## src/rtl/mem_pkg.sv

```systemverilog
// Shared types and constants for the 16-bit RAM port master and its lane mux.
package mem_pkg;

  typedef enum logic [1:0] {
    ST_IDLE,
    ST_READ,
    ST_CAPTURE,
    ST_WRITE
  } mem_state_e;

  localparam logic       LANE_LO     = 1'b0;
  localparam logic       LANE_HI     = 1'b1;
  localparam logic [1:0] MEM_BE_WORD = 2'b11;

  // Bits needed to index a RAM of the given depth.
  function automatic int word_idx_w(input int words);
    return (words > 1) ? $clog2(words) : 1;
  endfunction

endpackage

```

## src/rtl/mem_lane_mux.sv

```systemverilog
// Byte-lane helper: extracts one lane of a RAM word (zero/sign-extended) and
// merges a store byte into a RAM word for read-modify-write.
module mem_lane_mux
  import mem_pkg::*;
(
  input  logic        lane_i,
  input  logic        sign_i,
  input  logic [15:0] word_i,
  input  logic [7:0]  byte_i,
  output logic [15:0] load_o,
  output logic [15:0] merge_o
);

  logic [7:0] sel;

  always_comb begin
    sel     = (lane_i == LANE_LO) ? word_i[7:0] : word_i[15:8];
    load_o  = {{8{sign_i & sel[7]}}, sel};
    merge_o = (lane_i == LANE_HI) ? {byte_i, word_i[7:0]} : {word_i[15:8], byte_i};
  end

endmodule

```

## src/rtl/mem_port_master.sv

```systemverilog
// CPU-side master for the 16-bit synchronous RAM. Byte stores become a
// read-modify-write so the RAM only ever sees full-word accesses.
module mem_port_master
  import mem_pkg::*;
#(
  parameter int ADDR_W = 16,
  parameter int WORDS  = 256
) (
  input  logic              clk,
  input  logic              reset,
  input  logic              req_valid,
  output logic              req_ready,
  input  logic              req_we,
  input  logic              req_byte,
  input  logic              req_signed,
  input  logic [ADDR_W-1:0] req_addr,
  input  logic [15:0]       req_wdata,
  output logic              resp_valid,
  output logic [15:0]       resp_rdata,
  output logic              resp_err,
  output logic [ADDR_W-1:0] mem_addr,
  output logic [15:0]       mem_wdata,
  output logic [1:0]        mem_be,
  output logic              mem_we,
  input  logic [15:0]       mem_rdata
);

  localparam int                IDX_W     = word_idx_w(WORDS);
  localparam logic [ADDR_W-1:0] WORDS_LIM = ADDR_W'(WORDS);

  // Handshake: a request transfers on a rising edge where req_valid && req_ready;
  // req_ready is high only in IDLE, including the cycle resp_valid pulses.
  mem_state_e        state_q, state_d;
  logic              we_q, we_d, byte_q, byte_d, signed_q, signed_d, lane_q, lane_d;
  logic [7:0]        wbyte_q, wbyte_d;
  logic [ADDR_W-1:0] addr_q, addr_d;
  logic [15:0]       wdata_q, wdata_d, rdata_q, rdata_d;
  logic              resp_valid_q, resp_valid_d, err_q, err_d;

  logic [ADDR_W-2:0] req_idx;
  logic              out_of_range;
  logic [15:0]       load_data, merge_data;

  assign req_idx      = req_addr[ADDR_W-1:1];
  assign out_of_range = {1'b0, req_idx} >= WORDS_LIM;

  mem_lane_mux u_lane_mux (
    .lane_i  (lane_q),
    .sign_i  (signed_q),
    .word_i  (mem_rdata),
    .byte_i  (wbyte_q),
    .load_o  (load_data),
    .merge_o (merge_data)
  );

  always_comb begin
    state_d      = state_q;
    we_d         = we_q;
    byte_d       = byte_q;
    signed_d     = signed_q;
    lane_d       = lane_q;
    wbyte_d      = wbyte_q;
    addr_d       = addr_q;
    wdata_d      = wdata_q;
    resp_valid_d = 1'b0;
    rdata_d      = rdata_q;
    err_d        = err_q;
    case (state_q)
      ST_IDLE: begin
        if (req_valid) begin
          we_d     = req_we;
          byte_d   = req_byte;
          signed_d = req_signed;
          lane_d   = req_addr[0];
          wbyte_d  = req_wdata[7:0];
          if (out_of_range) begin
            resp_valid_d = 1'b1;
            err_d        = 1'b1;
            rdata_d      = '0;
          end else begin
            addr_d = ADDR_W'(req_idx[IDX_W-1:0]);
            if (req_we && !req_byte) begin
              wdata_d = req_wdata;
              state_d = ST_WRITE;
            end else begin
              state_d = ST_READ;
            end
          end
        end
      end
      ST_READ: state_d = ST_CAPTURE;
      ST_CAPTURE: begin
        if (we_q) begin
          wdata_d = merge_data;
          state_d = ST_WRITE;
        end else begin
          resp_valid_d = 1'b1;
          err_d        = 1'b0;
          rdata_d      = byte_q ? load_data : mem_rdata;
          state_d      = ST_IDLE;
        end
      end
      ST_WRITE: begin
        resp_valid_d = 1'b1;
        err_d        = 1'b0;
        rdata_d      = '0;
        state_d      = ST_IDLE;
      end
      default: state_d = ST_IDLE;
    endcase
  end

  always_ff @(posedge clk) begin
    if (reset) begin
      state_q      <= ST_IDLE;
      we_q         <= 1'b0;
      byte_q       <= 1'b0;
      signed_q     <= 1'b0;
      lane_q       <= 1'b0;
      wbyte_q      <= '0;
      addr_q       <= '0;
      wdata_q      <= '0;
      resp_valid_q <= 1'b0;
      rdata_q      <= '0;
      err_q        <= 1'b0;
    end else begin
      state_q      <= state_d;
      we_q         <= we_d;
      byte_q       <= byte_d;
      signed_q     <= signed_d;
      lane_q       <= lane_d;
      wbyte_q      <= wbyte_d;
      addr_q       <= addr_d;
      wdata_q      <= wdata_d;
      resp_valid_q <= resp_valid_d;
      rdata_q      <= rdata_d;
      err_q        <= err_d;
    end
  end

  // Gating with reset keeps a reset that lands in WRITE from committing the write.
  assign mem_we     = (state_q == ST_WRITE) && !reset;
  assign mem_addr   = addr_q;
  assign mem_wdata  = wdata_q;
  assign mem_be     = MEM_BE_WORD;
  assign req_ready  = (state_q == ST_IDLE);
  assign resp_valid = resp_valid_q;
  assign resp_rdata = rdata_q;
  assign resp_err   = err_q;

endmodule

```

## config.mk

```make
export PLATFORM = sky130hd
export DESIGN_NAME = mem_port_master
export DESIGN_NICKNAME = d
export VERILOG_FILES = /design/src/rtl/mem_pkg.sv /design/src/rtl/mem_lane_mux.sv /design/src/rtl/mem_port_master.sv
export SDC_FILE = /design/constraint.sdc
export NUM_CORES = 1
export LEC_CHECK = 0
export ABC_AREA = 1
export BUFFER_PORTS_ARGS = -buffer_cell sky130_fd_sc_hd__clkbuf_2
export CAP_MARGIN = 40
export CORE_UTILIZATION = 50
export DETAILED_ROUTE_END_ITERATION = 10
export PLACE_DENSITY = 0.8
export SETUP_SLACK_MARGIN = 0.5
export SYNTH_ARGS = -nofsm -noshare
export SYNTH_HDL_FRONTEND = slang
export SYNTH_SLANG_ARGS = --single-unit
```

## constraint.sdc

```tcl
create_clock -name clk -period 1.85 [get_ports clk]
set_clock_uncertainty 0.15 [all_clocks]
set_input_delay 0.37 -clock clk [delete_from_list [all_inputs] [get_ports clk]]
set_output_delay 0.37 -clock clk [all_outputs]
set_load 0.05 [all_outputs]
```

==> metrics.txt, run 1 <==
cell at the root of the clock tree=sky130_fd_sc_hd__clkbuf_8; total of warnings raised by yosys=0; number of placed I/O pins=108; count of buffers from port buffering=97; worst endpoint kind after the last repair=register data pin; FF+latch count, synth=56; outcome=aborted with a tool error; initial core utilization=51.7%; Chip Height=80.0 um; synthesized area=3040 um^2; Run Error=[ERROR DPL-0038] Utilization greater than 100%, impossible to legalize; number of sinks handled by clock tree synthesis=56; area fraction of the dominant cell type after synthesis=36.8%; final HPWL from detailed placement=5.55 mm; number of buffers created by CTS=5; end pin of the worst setup path after global-route repair=resp_rdata[9]$_SDFFE_PP0P_/D; dominant cell type by area after synthesis=sky130_fd_sc_hd__dfxtp_1; Placer Congestion=0.834; gate count of the mapped netlist=460; cell row count=28; H-tree depth reported by CTS=2; hold_buf cts=0; Post-Syn Area per Cell=6.62 um^2; sequential fraction of the synthesis area=36.8%; count of unique library cells instantiated by Yosys=27; largest net degree at the start of global routing=27; maximum buffer depth of the clock tree=2; Chip Width=80.0 um; top cells by area, synth=sky130_fd_sc_hd__dfxtp_1, sky130_fd_sc_hd__nand2_1, sky130_fd_sc_hd__nor2_1; last stage the flow got to=global routing
cells by family after synthesis:
logic type,count (synthesis),synth area share [%]
buf+inv,85,13.5
simple gates,225,33.0
compound gates,92,16.4
other cells,2,0.247
flops,56,36.8
Yosys cell counts (all sizes together):
cell and instances:
nand3 20, clkbuf 8, nand3b 9, nand2 99, conb 2, o211ai 7
o21ai 32, or2 1, o21a 1, clkinv 2, nand4 8, inv 47
dfxtp 56, buf 28, a21oi 52, nor2 88
stage by stage:
stage,setup WS (ns),cells,instance area (um^2)
after floorplan,0.314,468,3110
after global placement,0.264,617,3600
after detailed placement,0.194,617,3600
after CTS,0.242,680,5270
what timing repair did:
item	in CTS
endpoints found under the setup margin	91
cloned	17
resized for setup	229
pin swaps	36
buffers inserted	38
==> run 2, diff against run 1 <==
--- a/config.mk
+++ b/config.mk
@@ -8,10 +8,9 @@
 export ABC_AREA = 1
 export BUFFER_PORTS_ARGS = -buffer_cell sky130_fd_sc_hd__clkbuf_2
 export CAP_MARGIN = 40
-export CORE_UTILIZATION = 50
+export CORE_UTILIZATION = 40
 export DETAILED_ROUTE_END_ITERATION = 10
-export PLACE_DENSITY = 0.8
-export SETUP_SLACK_MARGIN = 0.5
+export PLACE_DENSITY_LB_ADDON = 0.15
 export SYNTH_ARGS = -nofsm -noshare
 export SYNTH_HDL_FRONTEND = slang
 export SYNTH_SLANG_ARGS = --single-unit
==> run 2 against run 1 <==
Net effect:
- synthesized cell count is the same
- area after synthesis is the same
- the flow now finishes without violations
==> metrics.txt, run 2 <==
outcome=complete, no violations; top cells by area, synth=sky130_fd_sc_hd__dfxtp_1, sky130_fd_sc_hd__nand2_1, sky130_fd_sc_hd__nor2_1; H-tree depth reported by CTS=2 (unchanged); number of buffers created by CTS=5 (unchanged); critical path startpoint category=flip-flop; highest-count cells in the layout ignoring fill and taps=sky130_fd_sc_hd__nand2_1, sky130_fd_sc_hd__clkbuf_2, sky130_fd_sc_hd__nor2_1; DRC violations left=0; final count of negative-setup-slack endpoints=0; sequential fraction of the synthesis area=36.8% (unchanged); count of unique library cells instantiated by Yosys=27 (unchanged); data arrival time of the worst path=1.26 ns; first-iteration detailed-routing DRC count=110; number of global-route vias before repair=2661; most common cell after layout, fill and taps aside=sky130_fd_sc_hd__nand2_1; Post-CTS Setup Bufs=0 (-100%); maximum buffer depth of the clock tree=2 (unchanged); total core area=7290 um^2; Post-DRT Antenna Nets=0; clock transition at the registers of the reported paths=0.10 ns; count of buffers from port buffering=97 (unchanged); Placer Congestion=0.883 (+5.8%); via count of the routed design=3048; worst stage delay on the critical path=0.38 ns; Layout fillers=806; number of sinks handled by clock tree synthesis=56 (unchanged); total of warnings raised by yosys=0 (unchanged); P&R area growth vs syn=21.4%; cell at the root of the clock tree=sky130_fd_sc_hd__clkbuf_8; hold_buf cts=0 (unchanged); final total negative setup slack=0 ns; total power density per cell area=669 nW/um^2; ys flop type=sky130_fd_sc_hd__dfxtp_1; first-pass GRT wire length=12.4 mm; slack of the critical path=0.0665 ns; Antenna diodes=0; global router's overall resource usage=20.3%; leading cell types by count after synthesis=sky130_fd_sc_hd__nand2_1, sky130_fd_sc_hd__nor2_1, sky130_fd_sc_hd__dfxtp_1, sky130_fd_sc_hd__a21oi_1, sky130_fd_sc_hd__inv_1; clock latency reported for the late side of the worst-skew pair=0.31 ns; initial antenna violation count=0; fraction of final layout cells with drive strength greater than 1=25.7%; first drt pass iteration count=4; Req. time, crit path=1.33 ns; category of the worst setup path capture point=output pin; number of max-slew violations in the final report=0; maximum capacitance violations=0; Slowest-stage cell, CP=sky130_fd_sc_hd__dfxtp_2; Chip Height=89.2 um (+12%); Power, Total=2.47 mW; cell with the most instances after synthesis=sky130_fd_sc_hd__nand2_1; post-detailed-routing wire length=7.92 mm; Avg Vias per Cell=4.70; endpoints failing hold=0; Max IR drop VDD=0.306 mV; Leakage Power=1.82 nW; gate count of the mapped netlist=460 (unchanged); Post-Syn Area per Cell=6.62 um^2 (unchanged); dominant cell type by area after synthesis=sky130_fd_sc_hd__dfxtp_1; gr ovfl total=0; number of placed I/O pins=108 (unchanged); die area=7960 um^2; final critical-path required period=1.78 ns; Final period util=96.4%; FF+latch count, synth=56 (unchanged); largest net degree at the start of global routing=40; average wire per cell in the routed design=12.2 um; cell row count=31 (+11%); area fraction of the dominant cell type after synthesis=36.8% (unchanged); share of synthesized flip-flops with an asynchronous set or reset=0% (unchanged); nets=602; f_max=561 MHz; worst hold path type=in2reg; EDFF count, synth=0 (unchanged); unrepaired setup endpoints after global routing=no; initial core utilization=41.7% (-10 points); synthesized area=3040 um^2 (unchanged); Chip Width=89.2 um (+12%); maximum fanout encountered on the critical timing path=11; worst slack at placement=0.222 ns (+0.0280 ns); worst path cell trace=nor2_4, buf_4, clkbuf_4; TritonCTS clock tree=built; CP Class=reg2out; final HPWL from detailed placement=5.89 mm (+6.0%)
-- run 2: cell counts after synthesis --
No cell type changed its count.
-- run 2: layout make-up --
| cell class | instances | area (um^2) | share of cell area, % |
|---|---|---|---|
| Tap cell | 99 | 124 | 3.35 |
| Clock buffer | 8 | 90.1 | 2.44 |
| Inverter | 49 | 189 | 5.12 |
| Sequential cell | 56 | 1120 | 30.4 |
| Multi-Input combinational cell | 327 | 1540 | 41.7 |
| Timing Repair Buffer | 109 | 628 | 17.0 |
-- run 2: final timing paths --
path | from | to | slack, ns | cells past startpoint
worst max-delay path | state_q[0] | req_ready | 0.07 | 3
worst min-delay path | req_addr[0] | lane_q | 0.13 | 3
worst max register to register | state_q[1] | resp_rdata[7] | 0.21 | 7
worst min register to register | mem_addr[1] | mem_addr[1] | 0.32 | 2
-- run 2: logic make-up (layout without fill, tap and decap cells) --
family | count (synthesis) | count (layout) | share of synthesized area, %
AND/OR/NAND/NOR | 225 | 225 | 33.0
other | 2 | 10 | 0.247
AO/OA/AOI/OAI | 92 | 92 | 16.4
flip-flops | 56 | 56 | 36.8
buffers and inverters | 85 | 166 | 13.5
-- run 2: metal layers --
metal	vias to the layer above	GRT usage, %	wire (um)
li1	1612	-	-
met1	1343	27.4	3730
met2	84	32.5	3650
met3	9	4.43	394
met4	0	6.06	141
met5	-	0	0
-- run 2: metrics by stage --
| step | cells | instance area, um^2 | utilization [%] | hold WS (ns) |
|---|---|---|---|---|
| after global routing | 648 | 3690 | 50.7 | 0.142 |
| after CTS | 648 | 3690 | 50.7 | 0.126 |
| final | 648 | 3690 | 50.7 | 0.134 |
| after global placement | 640 | 3600 | 49.4 | 0.300 |
| after floorplan | 468 | 3070 | - | 0.313 |
| after detailed placement | 640 | 3600 | 49.4 | 0.302 |
-- run 2: where the power goes --
group | leakage [nW] | total [mW] | internal [mW] | switching, mW
logic | 1.31 | 0.499 | 0.153 | 0.346
registers | 0.458 | 1.28 | 1.25 | 0.0278
clock network | 0.0455 | 0.697 | 0.307 | 0.390
-- run 2: what timing repair did --
action	CTS	global route
gates resized for setup	2	1
setup endpoints to repair	2	1
cloned	0	0
-- run 2: worst max-delay path, delay by kind of cell (launching register included) --
kind | cells | cell delay (ns)
DFF | 1 | 0.38
and+or+nand+nor | 1 | 0.15
buffers and inverters | 2 | 0.43
Power figures use the tool's default switching activity.
==> run 3, diff against run 2 <==
--- a/config.mk
+++ b/config.mk
@@ -5,8 +5,8 @@
 export SDC_FILE = /design/constraint.sdc
 export NUM_CORES = 1
 export LEC_CHECK = 0
-export ABC_AREA = 1
-export BUFFER_PORTS_ARGS = -buffer_cell sky130_fd_sc_hd__clkbuf_2
+export ABC_AREA = 0
+export BUFFER_PORTS_ARGS = -buffer_cell sky130_fd_sc_hd__buf_2
 export CAP_MARGIN = 40
 export CORE_UTILIZATION = 40
 export DETAILED_ROUTE_END_ITERATION = 10
@@ -14,3 +14,4 @@
 export SYNTH_ARGS = -nofsm -noshare
 export SYNTH_HDL_FRONTEND = slang
 export SYNTH_SLANG_ARGS = --single-unit
+export TNS_END_PERCENT = 30
==> run 3 against run 2 <==
Net effect:
- worst hold slack lost 0.0046 ns
- wire length shrank 6.2%
- largest cell class unchanged
- total power shrank 8.5%
- highest routed layer unchanged
==> metrics.txt, run 3 <==
TritonCTS clock tree=built; Buffers & Inverters on Critical Path=1 (-1); synthesized area=2760 um^2 (-9.3%); worst hold path type=in2reg; number of buffers created by CTS=5 (unchanged); Post-Route Hold Slack=0.129 ns (-0.00457 ns); initial core utilization=42.5% (+0.77 points); Chip Width=85.1 um (-4.7%); first drt pass iteration count=4 (unchanged); Slowest-stage cell, CP=sky130_fd_sc_hd__or4_1; share of total power in sequential cells=54.8% (+3.2 points); Avg Vias per Cell=5.27 (+12%); total power density per cell area=637 nW/um^2 (-4.8%); f_max=559 MHz (-0.39%); area fraction of the dominant cell type after synthesis=40.6% (+3.8 points); final standard cell area without fillers=3550 um^2 (-3.9%); total core area=6490 um^2 (-11%); Leakage Power=1.55 nW (-15%); maximum capacitance violations=0 (unchanged); H-tree depth reported by CTS=2 (unchanged); gr ovfl total=0 (unchanged); largest net degree at the start of global routing=52 (+30%); final count of negative-setup-slack endpoints=0 (unchanged); via count of the routed design=2675 (-12%); final total negative setup slack=0 ns (unchanged); power dissipated by switching net loads=0.620 mW (-19%); unrepaired setup endpoints after global routing=yes; endpoints failing hold=0 (unchanged); highest-count cells in the layout ignoring fill and taps=sky130_fd_sc_hd__buf_2, sky130_fd_sc_hd__dfxtp_1, sky130_fd_sc_hd__a21oi_1; average wire per cell in the routed design=14.6 um (+20%); nets=484 (-20%); FF+latch count, synth=56 (unchanged); remaining max-slew budget at the tightest pin=61.4%; number of placed I/O pins=108 (unchanged); number of max-slew violations in the final report=0 (unchanged); Final period util=96.8% (+0.38 points); worst slack at placement=-0.149 ns (-0.371 ns); share of power burned in the clock network=31.8% (+3.6 points); first-pass GRT wire length=11.7 mm (-5.6%); ys flop type=sky130_fd_sc_hd__dfxtp_1; Post-Syn Area per Cell=8.34 um^2 (+26%); leading cell types by count after synthesis=sky130_fd_sc_hd__dfxtp_1, sky130_fd_sc_hd__a21oi_1, sky130_fd_sc_hd__nand2_1, sky130_fd_sc_hd__nor2_1, sky130_fd_sc_hd__o21ai_0; cell with the most instances after synthesis=sky130_fd_sc_hd__dfxtp_1; Post-CTS Setup Bufs=0 (unchanged); cell row count=29 (-6.5%); P_int=1.64 mW (-4.0%); Logic pwr share=13.4% (-6.8 points); Power, Total=2.26 mW (-8.5%); worst path cell trace=nand4bb_1, a21o_1, buf_12, or4_1, a21oi_2; initial antenna violation count=0 (unchanged); worst stage delay on the critical path=0.55 ns (+0.17 ns); fraction of final layout cells with drive strength greater than 1=36.4% (+11 points); data arrival time of the worst path=1.89 ns (+0.63 ns); clock latency reported for the late side of the worst-skew pair=0.32 ns (about the same); sequential fraction of the synthesis area=40.6% (+3.8 points); Req. time, crit path=1.95 ns (+0.62 ns); final critical-path required period=1.79 ns (+0.00697 ns); critical path startpoint category=flip-flop; clock transition at the registers of the reported paths=0.10 ns (about the same); post-detailed-placement cell area=3390 um^2 (-5.9%); count of unique library cells instantiated by Yosys=34 (+26%); outcome=complete, no violations; P&R area growth vs syn=28.6%; gate family responsible for the most delay along the worst path=simple AND/OR/NAND/NOR gates; cell at the root of the clock tree=sky130_fd_sc_hd__clkbuf_8; Placer Congestion=0.781 (-11%); first-iteration detailed-routing DRC count=142 (+29%); EDFF count, synth=0 (unchanged); Chip Height=85.1 um (-4.7%); most common cell after layout, fill and taps aside=sky130_fd_sc_hd__buf_2; net switching share of the total power=27.4% (-3.5 points); die area=7240 um^2 (-9.1%); Antenna diodes=0 (unchanged); global router's overall resource usage=20.6% (+0.30 points); share of synthesized flip-flops with an asynchronous set or reset=0% (unchanged); dominant cell type by area after synthesis=sky130_fd_sc_hd__dfxtp_1; top cells by area, synth=sky130_fd_sc_hd__dfxtp_1, sky130_fd_sc_hd__a21oi_1, sky130_fd_sc_hd__mux2i_1; Max IR drop VDD=0.302 mV (-1.5%); maximum fanout encountered on the critical timing path=30 (+19); count of buffers from port buffering=97 (unchanged); CP Class=reg2reg; DRC violations left=0 (unchanged); gate count of the mapped netlist=331 (-28%); post-detailed-routing wire length=7.42 mm (-6.2%); slew at the pin with the worst max-slew slack=0.578 ns; category of the worst setup path capture point=flip-flop; maximum buffer depth of the clock tree=2 (unchanged); total of warnings raised by yosys=0 (unchanged); slack of the critical path=0.0595 ns (-0.00697 ns); Post-DRT Antenna Nets=0 (unchanged); number of global-route vias before repair=2431 (-8.6%); final HPWL from detailed placement=5.26 mm (-11%); number of sinks handled by clock tree synthesis=56 (unchanged)
-- run 3: changes by cell type after synthesis, moves of 11 or more --
cell and change:
sky130_fd_sc_hd__inv_1 -43, sky130_fd_sc_hd__mux2i_1 +17, sky130_fd_sc_hd__a211oi_1 +17, sky130_fd_sc_hd__nand2_1 -70, sky130_fd_sc_hd__a21oi_1 -15, sky130_fd_sc_hd__nor2_1 -46
sky130_fd_sc_hd__or4_1 +16, sky130_fd_sc_hd__nand3_1 -11, sky130_fd_sc_hd__nor2b_1 +19
-- run 3: kinds of logic after synthesis --
family,after synthesis,share of synthesized area [%]
AND/OR/NAND/NOR,124,24.5
flip-flops,56,40.6
buffers and inverters,39,7.39
other,2,0.272
multiplexers,25,9.43
AO/OA/AOI/OAI,85,17.8
-- run 3: power groups by stage --
| stage | logic (mW) | registers (mW) | clock network, mW |
|---|---|---|---|
| CTS | 0.300 | 1.24 | 0.743 |
| detailed placement | 0.299 | 1.27 | 0 |
| global route | 0.329 | 1.24 | 0.775 |
| floorplan | 0.183 | 1.27 | 0 |
| global placement | 0.299 | 1.26 | 0 |
| finish | 0.304 | 1.24 | 0.719 |
-- run 3: tightest hold or removal path, stage by stage --
cell and delay, ns:
sky130_fd_sc_hd__buf_2 0.07, sky130_fd_sc_hd__mux2i_1 0.05, sky130_fd_sc_hd__nor2_1 0.07
-- run 3: metrics by stage --
step | utilization [%] | instances
after floorplan | - | 339
after global placement | 52.2 | 499
after detailed placement | 52.2 | 499
after CTS | 53.7 | 507
after global routing | 54.6 | 508
final | 54.6 | 508
-- run 3: path summary, 6_finish.rpt --
kind / end / depth (start not counted) / startpoint / slack, ns
max: mem_wdata[0] / 5 / state_q[1] / 0.06
min: mem_addr[0] / 3 / req_addr[1] / 0.13
max reg2reg: mem_wdata[0] / 5 / state_q[1] / 0.06
min reg2reg: signed_q / 2 / signed_q / 0.32
-- run 3: layer usage --
| metal | global-route usage, % | vias up | wire length (um) |
|---|---|---|---|
| li1 | - | 1355 | - |
| met1 | 26.6 | 1229 | 3310 |
| met2 | 35.2 | 79 | 3610 |
| met3 | 3.50 | 12 | 383 |
| met4 | 6.32 | 0 | 117 |
| met5 | 0 | - | 0 |
-- run 3: layout make-up --
cell class | instances | area (um^2)
clock inverter | 2 | 15.0
fill | 634 | 2950
inverter | 2 | 7.51
clock buffer | 6 | 82.6
tap | 77 | 96.3
timing repair buffer | 121 | 711
multi-input combinational | 244 | 1510
sequential | 56 | 1120
-- run 3: timing repair --
item	in CTS	in global routing
resized for setup	0	18
hold buffers	0	0
setup endpoints to repair	0	25
